[src/rtl/up16_pkg.sv]
// Shared uP16 definitions: fetch FSM encoding, NOP encoding and instruction memory geometry.
package up16_pkg;

  localparam int IMEM_AWIDTH = 10;
  localparam int IMEM_DEPTH  = 1 << IMEM_AWIDTH;

  localparam logic [17:0] NOP_INSTR = 18'h0_0000;

  typedef enum logic [1:0] {
    BOOT = 2'd0,
    RUN  = 2'd1,
    FULL = 2'd2
  } fetch_state_t;

endpackage

[src/rtl/ifetch_skid_buf.sv]
// Two-entry FIFO absorbing the one-cycle BRAM latency; the head entry is the registered output.
module ifetch_skid_buf #(
  parameter int WIDTH = 35
) (
  input  logic             clk,
  input  logic             rst,
  input  logic             push,
  input  logic [WIDTH-1:0] push_data,
  input  logic             pop,
  input  logic             flush,
  output logic [WIDTH-1:0] head_data,
  output logic             head_valid,
  output logic [1:0]       count
);

  logic [WIDTH-1:0] tail_q;

  // A push into an empty (or just-emptied) buffer lands directly in the head register.
  always_ff @(posedge clk or posedge rst) begin
    if (rst) begin
      count     <= 2'd0;
      head_data <= '0;
      tail_q    <= '0;
    end else if (flush) begin
      count <= 2'd0;
    end else begin
      case ({push, pop})
        2'b10: begin
          if (count == 2'd0) head_data <= push_data;
          else               tail_q    <= push_data;
          count <= count + 2'd1;
        end
        2'b01: begin
          head_data <= tail_q;
          count     <= count - 2'd1;
        end
        2'b11: begin
          if (count == 2'd2) begin
            head_data <= tail_q;
            tail_q    <= push_data;
          end else begin
            head_data <= push_data;
          end
        end
        default: ;
      endcase
    end
  end

  assign head_valid = (count != 2'd0);

endmodule

[src/rtl/ifetch_ctrl.sv]
// uP16 instruction-fetch sequencer: PC, memory address, redirects and skid buffering.
// Optional bound check enabled by defining IFETCH_BOUND_CHECK_EN.
module ifetch_ctrl
  import up16_pkg::*;
#(
  parameter int              ISIZE    = 18,
  parameter int              DSIZE    = 16,
  parameter int              AWIDTH   = IMEM_AWIDTH,
  parameter logic [DSIZE-1:0] RESET_PC = '0
) (
  input  logic             Clk_In,
  input  logic             Rst_In,
  input  logic             Stall_In,
  input  logic             Redirect_In,
  input  logic [DSIZE-1:0] Target_In,
  output logic [DSIZE-1:0] Mem_Add_Out,
  input  logic [ISIZE-1:0] Mem_Data_In,
  output logic [ISIZE-1:0] Instr_Out,
  output logic [DSIZE-1:0] PC_Out,
  output logic             Valid_Out,
  output logic             Fault_Out
);

`ifdef IFETCH_BOUND_CHECK_EN
  localparam bit BOUND_CHECK = 1'b1;
`else
  localparam bit BOUND_CHECK = 1'b0;
`endif

  localparam int BW = 1 + DSIZE + ISIZE;

  fetch_state_t     state;
  logic [DSIZE-1:0] fetch_pc;
  logic [DSIZE-1:0] req_pc;
  logic             req_vld;
  logic             req_fault;
  logic             fault_hold;
  logic             fault_sticky;

  logic [DSIZE-1:0] issue_addr;
  logic             issue;
  logic             pop;
  logic             push;
  logic [2:0]       occ;
  logic             out_of_range;
  logic [1:0]       count;
  logic [BW-1:0]    push_data;
  logic [BW-1:0]    head_data;
  logic             head_fault;

  assign pop        = Valid_Out & ~Stall_In;
  assign occ        = {1'b0, count} + 3'(req_vld) - 3'(pop);
  assign issue_addr = Redirect_In ? Target_In : fetch_pc;
  assign issue      = Redirect_In | (state == BOOT) | ((occ < 3'd2) & ~fault_hold);
  assign Mem_Add_Out = Rst_In ? RESET_PC : issue_addr;

  assign out_of_range = BOUND_CHECK && ((issue_addr >> AWIDTH) != '0);

  // A redirect kills the word still in flight; its replacement is tagged below.
  assign push      = req_vld & ~Redirect_In;
  assign push_data = {req_fault, req_pc, req_fault ? ISIZE'(NOP_INSTR) : Mem_Data_In};

  always_ff @(posedge Clk_In or posedge Rst_In) begin
    if (Rst_In) begin
      state        <= BOOT;
      fetch_pc     <= RESET_PC;
      req_pc       <= '0;
      req_vld      <= 1'b0;
      req_fault    <= 1'b0;
      fault_hold   <= 1'b0;
      fault_sticky <= 1'b0;
    end else begin
      req_vld <= issue;
      if (issue) begin
        fetch_pc   <= issue_addr + DSIZE'(1);
        req_pc     <= issue_addr;
        req_fault  <= out_of_range;
        fault_hold <= out_of_range;
      end

      case (state)
        BOOT:    state <= RUN;
        default: state <= (Redirect_In || issue) ? RUN : FULL;
      endcase

      // Fault stays visible after the NOP is consumed, until the next redirect.
      if (Redirect_In)                  fault_sticky <= 1'b0;
      else if (Valid_Out && head_fault) fault_sticky <= 1'b1;
    end
  end

  ifetch_skid_buf #(
    .WIDTH(BW)
  ) u_skid (
    .clk       (Clk_In),
    .rst       (Rst_In),
    .push      (push),
    .push_data (push_data),
    .pop       (pop),
    .flush     (Redirect_In),
    .head_data (head_data),
    .head_valid(Valid_Out),
    .count     (count)
  );

  assign {head_fault, PC_Out, Instr_Out} = head_data;
  assign Fault_Out = (Valid_Out & head_fault) | fault_sticky;

endmodule

[config.mk]
export PLATFORM = sky130hd
export DESIGN_NAME = ifetch_ctrl
export DESIGN_NICKNAME = d
export VERILOG_FILES = /design/src/rtl/up16_pkg.sv /design/src/rtl/ifetch_skid_buf.sv /design/src/rtl/ifetch_ctrl.sv
export SDC_FILE = /design/constraint.sdc
export NUM_CORES = 1
export LEC_CHECK = 0
export ABC_AREA = 1
export CELL_PAD_IN_SITES_DETAIL_PLACEMENT = 1
export CELL_PAD_IN_SITES_GLOBAL_PLACEMENT = 1
export CORE_ASPECT_RATIO = 0.5
export CORE_MARGIN = 1.5
export CORE_UTILIZATION = 39
export CTS_BUF_LIST = sky130_fd_sc_hd__clkbuf_16
export DETAILED_ROUTE_END_ITERATION = 8
export PLACE_DENSITY = 0.91
export SYNTH_ARGS = -nofsm -noshare
export SYNTH_HDL_FRONTEND = slang
export SYNTH_HIERARCHICAL = 1
export SYNTH_SLANG_ARGS = --single-unit
[constraint.sdc]
create_clock -name Clk_In -period 3.64 [get_ports Clk_In]
set_input_delay 0.728 -clock Clk_In [delete_from_list [all_inputs] [get_ports Clk_In]]
set_output_delay 0.728 -clock Clk_In [all_outputs]
set_load 0.05 [all_outputs]
==> results of run 1 <==
==> final cells by class <==
class / instances / area (um2)
flip-flops and latches: 108 / 2703
clock inverters: 7 / 82.58
clock buffers: 9 / 225.2
fillers: 1702 / 6615
inverters: 107 / 401.6
repair buffers: 105 / 1184
multi-input cells: 482 / 2175
well taps: 192 / 240.2
==> synthesized netlist by cell type, types with 3 or more instances <==
cell type,number
dfrtp_1,108
nor2_2,5
clkbuf_1,15
buf_4,6
nand4_1,7
nand3_1,126
nand2_1,221
nand2_2,6
nand3_2,3
nor2_1,43
buf_2,13
inv_1,105
o21ai_0,54
==> cells in the final DEF (no fill, tap or decap), drive strengths merged <==
cell type / n
nand2: 227
nand3: 129
dfrtp: 108
inv: 108
clkdlybuf4s50: 73
o21ai: 57
nor2: 49
buf: 32
clkbuf: 9
nand4: 7
clkinv: 3
o211ai: 2
a21oi: 2
ha: 2
bufinv: 2
and2: 2
or2: 1
o22ai: 1
mux2i: 1
fa: 1
clkinvlp: 1
conb: 1
==> flip-flops by register name, summed over array words and instances (netlist names) <==
name,cells
fault_sticky,1
u_skid/tail_q,35
req_vld,1
req_pc,16
u_skid/count,2
u_skid/head_data,35
state,2
fetch_pc,16
==> critical path, stage by stage <==
cell and delay, ns:
clkdlybuf4s50_1 0.49, buf_4 0.29, nand2_1 0.08, nand2_1 0.21, inv_1 0.12, nor2_1 0.20, buf_12 0.18
==> kinds of logic (layout without fill, tap and decap cells) <==
family / Yosys count / after routing / share of synthesized area
other cells: 1 / 1 / 0.0006849
simple gates: 415 / 415 / 0.3279
buf+inv: 145 / 228 / 0.1092
fa+ha+maj: 3 / 3 / 0.008226
compound gates: 62 / 62 / 0.05850
flops: 108 / 108 / 0.4936
mux: 1 / 1 / 0.001828
==> worst min-delay path by stage <==
stage,slack [ns],endpoint,cells after the start,from
3_5_place_dp,0.47,u_skid/tail_q[31],2,u_skid/tail_q[31]
4_1_cts,0.49,u_skid/tail_q[23],2,u_skid/tail_q[23]
6_report,0.49,u_skid/tail_q[18],2,u_skid/tail_q[18]
5_1_grt,0.52,u_skid/tail_q[14],2,u_skid/tail_q[14]
2_1_floorplan,0.44,req_pc[5],2,req_pc[5]
3_3_place_gp,0.46,fetch_pc[1],2,fetch_pc[1]
==> power groups by stage <==
stage / registers [mW] / clock network (mW) / logic [mW]
final: 2.10 / 1.03 / 3.05
after global routing: 2.16 / 1.10 / 3.35
after CTS: 2.10 / 1.06 / 3.08
after detailed placement: 2.12 / 0 / 3.05
after global placement: 2.08 / 0 / 2.91
after floorplan: 2.63 / 0 / 1.50
==> metrics by stage <==
step,cell area (um2),setup slack (ns),util,power [mW],instances
floorplan,5475,0.6993,-,4.125,735
global placement,6703,0.5057,0.4919,4.994,994
detailed placement,6703,0.3612,0.4919,5.167,994
CTS,7010,0.5839,0.5145,6.238,1010
global route,7010,0.2729,0.5145,6.614,1010
finish,7010,0.5909,0.5145,6.183,1010
==> routing by layer <==
layer | up-vias | wire length (um) | part of all wire
met5 | - | 0 | 0
met4 | 0 | 208 | 0.013
met3 | 16 | 714 | 0.045
met2 | 113 | 7746 | 0.49
met1 | 2503 | 7029 | 0.45
li1 | 2449 | - | -
==> results.sh, run 1 <==
export IMPL_status="completed"
export IMPL_detail_route_vias_per_cell=5.031
export IMPL_rsz0062_at_grt="false"
export IMPL_finalMaxSlewViolations=0
export IMPL_start_util=0.4018
export IMPL_async_flop_share=1.000
export IMPL_power_switching_mw=2.819
export IMPL_p_int_mw=3.364
export IMPL_grt_usage=0.2270
export IMPL_holdWs_ns=0.4862
export IMPL_wirelength_um=15700
export IMPL_first_pass_iters=4
export IMPL_comb_power_share=0.494
export IMPL_synth_area_leaders="dfrtp_1 49%, nand2_1 15%, nand3_1 12%"
export IMPL_relSlewSlack=0.4749
export IMPL_cp_startpoint="Redirect_In"
export IMPL_ant_nets=0
export IMPL_p_seq_frac=0.340
export IMPL_r2r_start="u_skid/count[1]"
export IMPL_syn2layout_area_growth_pct=28.04
export IMPL_syn_area_mm2=0.005475
export IMPL_tritoncts="yes"
export IMPL_clk_pin_slew_ns=0.07
export IMPL_cap_violations=0
export IMPL_die_x_um=170.6
export IMPL_critPathMaxFanout=24
export IMPL_io_pins=90
export IMPL_synth_nets=776
export IMPL_numCtsBuffers=9
export IMPL_rrSetupSlack_ns=0.63
export IMPL_critPathCaptureType="primary output"
export IMPL_syn_instance_count=735
export IMPL_vdd_drop_max_v=0.0002841
export IMPL_syn_area_per_cell_um2=7.449
export IMPL_r2r_end="fetch_pc[14]"
export IMPL_synth_edf_count=0
export IMPL_ctsHoldBuffers=0
export IMPL_switching_share=0.4560
export IMPL_overflow=0
export IMPL_hpwl_um=10730
export IMPL_clock_skew_ns=0.009968
export IMPL_nNetsFinal=854
export IMPL_tns_ns=0
export IMPL_grt_pass1_vias=5301
export IMPL_drive_gt1_frac=0.07946
export IMPL_synth_seq_area_share=0.4936
export IMPL_synth_warnings=6
export IMPL_use_met2=0.4041
export IMPL_finalCriticalPeriod_ns=3.049
export IMPL_final_setup_viol_count=0
export IMPL_yosys_area_top_type="dfrtp_1"
export IMPL_cts_sinks=108
export IMPL_critical_path_arrival_ns=2.32
export IMPL_p_leak_nw=3.531
export IMPL_synth_cell_type_count=29
export IMPL_finalHoldViolCount=0
export IMPL_num_rows=30
export IMPL_max_freq_mhz=328.0
export IMPL_grt_pass1_wl_um=26290
export IMPL_drt_iter0_drc=278
export IMPL_clkPwrFrac=0.167
export IMPL_wl_per_cell_um=15.54
export IMPL_cts_root_buf="clkbuf_16"
export IMPL_hold_path_class="flip-flop to flip-flop"
export IMPL_dieArea_mm2=0.01480
export IMPL_place_gp_congestion=0.7956
export IMPL_start_kind="input port"
export IMPL_ys_seq_elements=108
export IMPL_cts_resized=0
export IMPL_grt_busiest_layer="met2"
export IMPL_grt_max_degree=73
export IMPL_coreArea_mm2=0.01363
export IMPL_tightest_slew_ns=0.7853
export IMPL_synth_ff_type="dfrtp_1"
export IMPL_insertion_delay_ns=0.35
export IMPL_cts_path_max_buffers=2
export IMPL_min_period_over_period=0.8377
export IMPL_critPathCapture="Mem_Add_Out[6]"
export IMPL_reg2reg_depth=15
export IMPL_worstSetupPathType="input port to primary output"
export IMPL_crit_required_ns=2.91
export IMPL_die_h_um=86.79
export IMPL_grtUsageMet1=0.2850
export IMPL_diodes=0
export IMPL_met3_usage=0.04384
export IMPL_drc=0
export IMPL_io_buffer_count=89
export IMPL_grt_antenna_before_repair=0
export IMPL_yosysTopAreaCellShare=0.4936
export IMPL_power_density_mw_per_mm2=882.0
export IMPL_cts_setup_buffers=0
export IMPL_vias=5081
export IMPL_htreeDepth=3
No activity file was read; power rests on OpenSTA's default activity.
==> run 2, diff against run 1 <==
clock period = 2.9 ns   (was 3.64 ns; I/O delays follow)
==> results.sh, run 2 (synthesized netlist as in run 1, its figures left out) <==
export IMPL_status="completed"
export IMPL_rsz0062_at_grt="false"
export IMPL_tns_ns=0
export IMPL_drive_gt1_frac=0.08991
export IMPL_cpMostUsedCell="nand2_1"
export IMPL_slowest_stage="clkdlybuf4s50_1"
export IMPL_io_pins=90
export IMPL_crit_required_ns=2.32
export IMPL_tightest_slew_ns=0.5992
export IMPL_final_setup_viol_count=0
export IMPL_detail_route_vias_per_cell=5.101
export IMPL_path_cells="clkdlybuf4s50_1, inv_2, nand2_1, nand2_1, inv_1, nor2_1, buf_12"
export IMPL_hpwl_um=11520
export IMPL_grt_pass1_vias=5358
export IMPL_power_density_mw_per_mm2=1110
export IMPL_ant_nets=0
export IMPL_finalHoldViolCount=0
export IMPL_critical_path_arrival_ns=2.13
export IMPL_drc=0
export IMPL_clk_pin_slew_ns=0.07
export IMPL_p_int_mw=4.246
export IMPL_diodes=0
export IMPL_first_pass_iters=5
export IMPL_worstSetupPathType="input port to primary output"
export IMPL_grt_pass1_wl_um=27590
export IMPL_cp_startpoint="Redirect_In"
export IMPL_grt_antenna_before_repair=0
export IMPL_p_leak_nw=3.575
export IMPL_max_freq_mhz=368.7
export IMPL_min_period_over_period=0.9351
export IMPL_start_util=0.4018
export IMPL_cts_path_max_buffers=2
export IMPL_relSlewSlack=0.6005
export IMPL_hold_path_class="flip-flop to flip-flop"
export IMPL_io_buffer_count=89
export IMPL_die_x_um=170.6
export IMPL_comb_power_share=0.507
export IMPL_power_switching_mw=3.647
export IMPL_final_common_cell="nand2_1"
export IMPL_cts_root_buf="clkbuf_16"
export IMPL_clock_skew_ns=0.008327
export IMPL_vias=5178
export IMPL_finalCriticalPeriod_ns=2.712
export IMPL_grt_max_degree=73
export IMPL_largest_registers="u_skid/head_data x35, u_skid/tail_q x35"
export IMPL_overflow=0
export IMPL_wl_per_cell_um=16.19
export IMPL_slowest_delay_ns=0.53
export IMPL_dp_cells=999
export IMPL_clkPwrFrac=0.158
export IMPL_place_gp_congestion=0.8149
export IMPL_hold_start="fetch_pc[1]"
export IMPL_grt_usage=0.2397
export IMPL_tritoncts="yes"
export IMPL_cts_sinks=108
export IMPL_critPathMaxFanout=14
export IMPL_finalMaxSlewViolations=0
export IMPL_p_seq_frac=0.335
export IMPL_dieArea_mm2=0.01480
export IMPL_cap_violations=0
export IMPL_drt_iter0_drc=429
export IMPL_syn2layout_area_growth_pct=29.87
export IMPL_die_h_um=86.79
export IMPL_critPathCaptureType="primary output"
export IMPL_start_kind="input port"
export IMPL_final_cell_mix="221 x nand2_1, 126 x nand3_1, 108 x dfrtp_1, 104 x inv_1, 73 x clkdlybuf4s50_1"
export IMPL_wirelength_um=16440
export IMPL_insertion_delay_ns=0.35
export IMPL_r2r_start="u_skid/count[0]"
export IMPL_num_rows=30
export IMPL_numCtsBuffers=9
export IMPL_vdd_drop_max_v=0.0003716
export IMPL_fin_cells=1015
export IMPL_nNetsFinal=859
export IMPL_switching_share=0.4621
export IMPL_htreeDepth=3
export IMPL_coreArea_mm2=0.01363
## run 2: cell count changes in the layout (fill, tap and decap cells not counted), sizes merged
cell	before	now
buf	32	37
inv	108	109
bufinv	2	1
## run 2: through the flow
| stage | instance area (um2) | util | hold slack (ns) | power (mW) | worst slack, ns |
|---|---|---|---|---|---|
| final | 7111 | 0.5219 | 0.4862 | 7.893 | 0.1881 |
| after global routing | 7111 | 0.5219 | 0.5203 | 8.423 | 0.01198 |
| after CTS | 7108 | 0.5217 | 0.4905 | 7.947 | 0.1216 |
| after detailed placement | 6815 | 0.5002 | 0.4687 | 6.648 | -0.1427 |
| after global placement | 6815 | 0.5002 | 0.4572 | 6.378 | 0.05109 |
| after floorplan | 5475 | - | 0.4419 | 5.179 | 0.1280 |
## run 2: timing repair
item                                    4_1_cts  5_1_grt
resized for setup                             0        1
endpoints found under the setup margin        0        1
hold buffers                                  0        0
setup buffers                                 0        0
## run 2: final timing paths
path,end,slack (ns),depth (start not counted)
worst max-delay path,Mem_Add_Out[7],0.19,7
worst min-delay path,fetch_pc[1],0.49,2
worst max register to register,fetch_pc[15],0.22,15
worst min register to register,fetch_pc[1],0.49,2
max in group asynchronous,u_skid/tail_q[5],1.73,4
min in group asynchronous,req_pc[0],0.70,3
## run 2: layout make-up
class / count / area, um2
Inverter: 107 / 401.6
Sequential cell: 108 / 2703
Clock inverter: 7 / 67.56
Timing Repair Buffer: 110 / 1296
Fill cell: 1674 / 6515
Multi-Input combinational cell: 482 / 2177
Tap cell: 192 / 240.2
Clock buffer: 9 / 225.2
## run 2: metal layers
metal / up-vias / track usage / part of all wire
met4: 0 / 0.07160 / 0.019
met1: 2554 / 0.3122 / 0.45
met3: 27 / 0.03790 / 0.044
met5: - / 0 / 0
li1: 2456 / - / -
met2: 141 / 0.4156 / 0.48
## run 2: critical path: cells and delay by family
family                 cells  cell delay, ns
and+or+nand+nor            3            0.45
buffers and inverters      4            1.11
## run 2: power groups by stage
stage | clock network, mW | logic [mW] | registers [mW]
finish | 1.24 | 4.00 | 2.64
CTS | 1.27 | 4.04 | 2.64
global placement | 0 | 3.77 | 2.61
floorplan | 0 | 1.88 | 3.30
detailed placement | 0 | 3.99 | 2.65
global route | 1.32 | 4.38 | 2.72
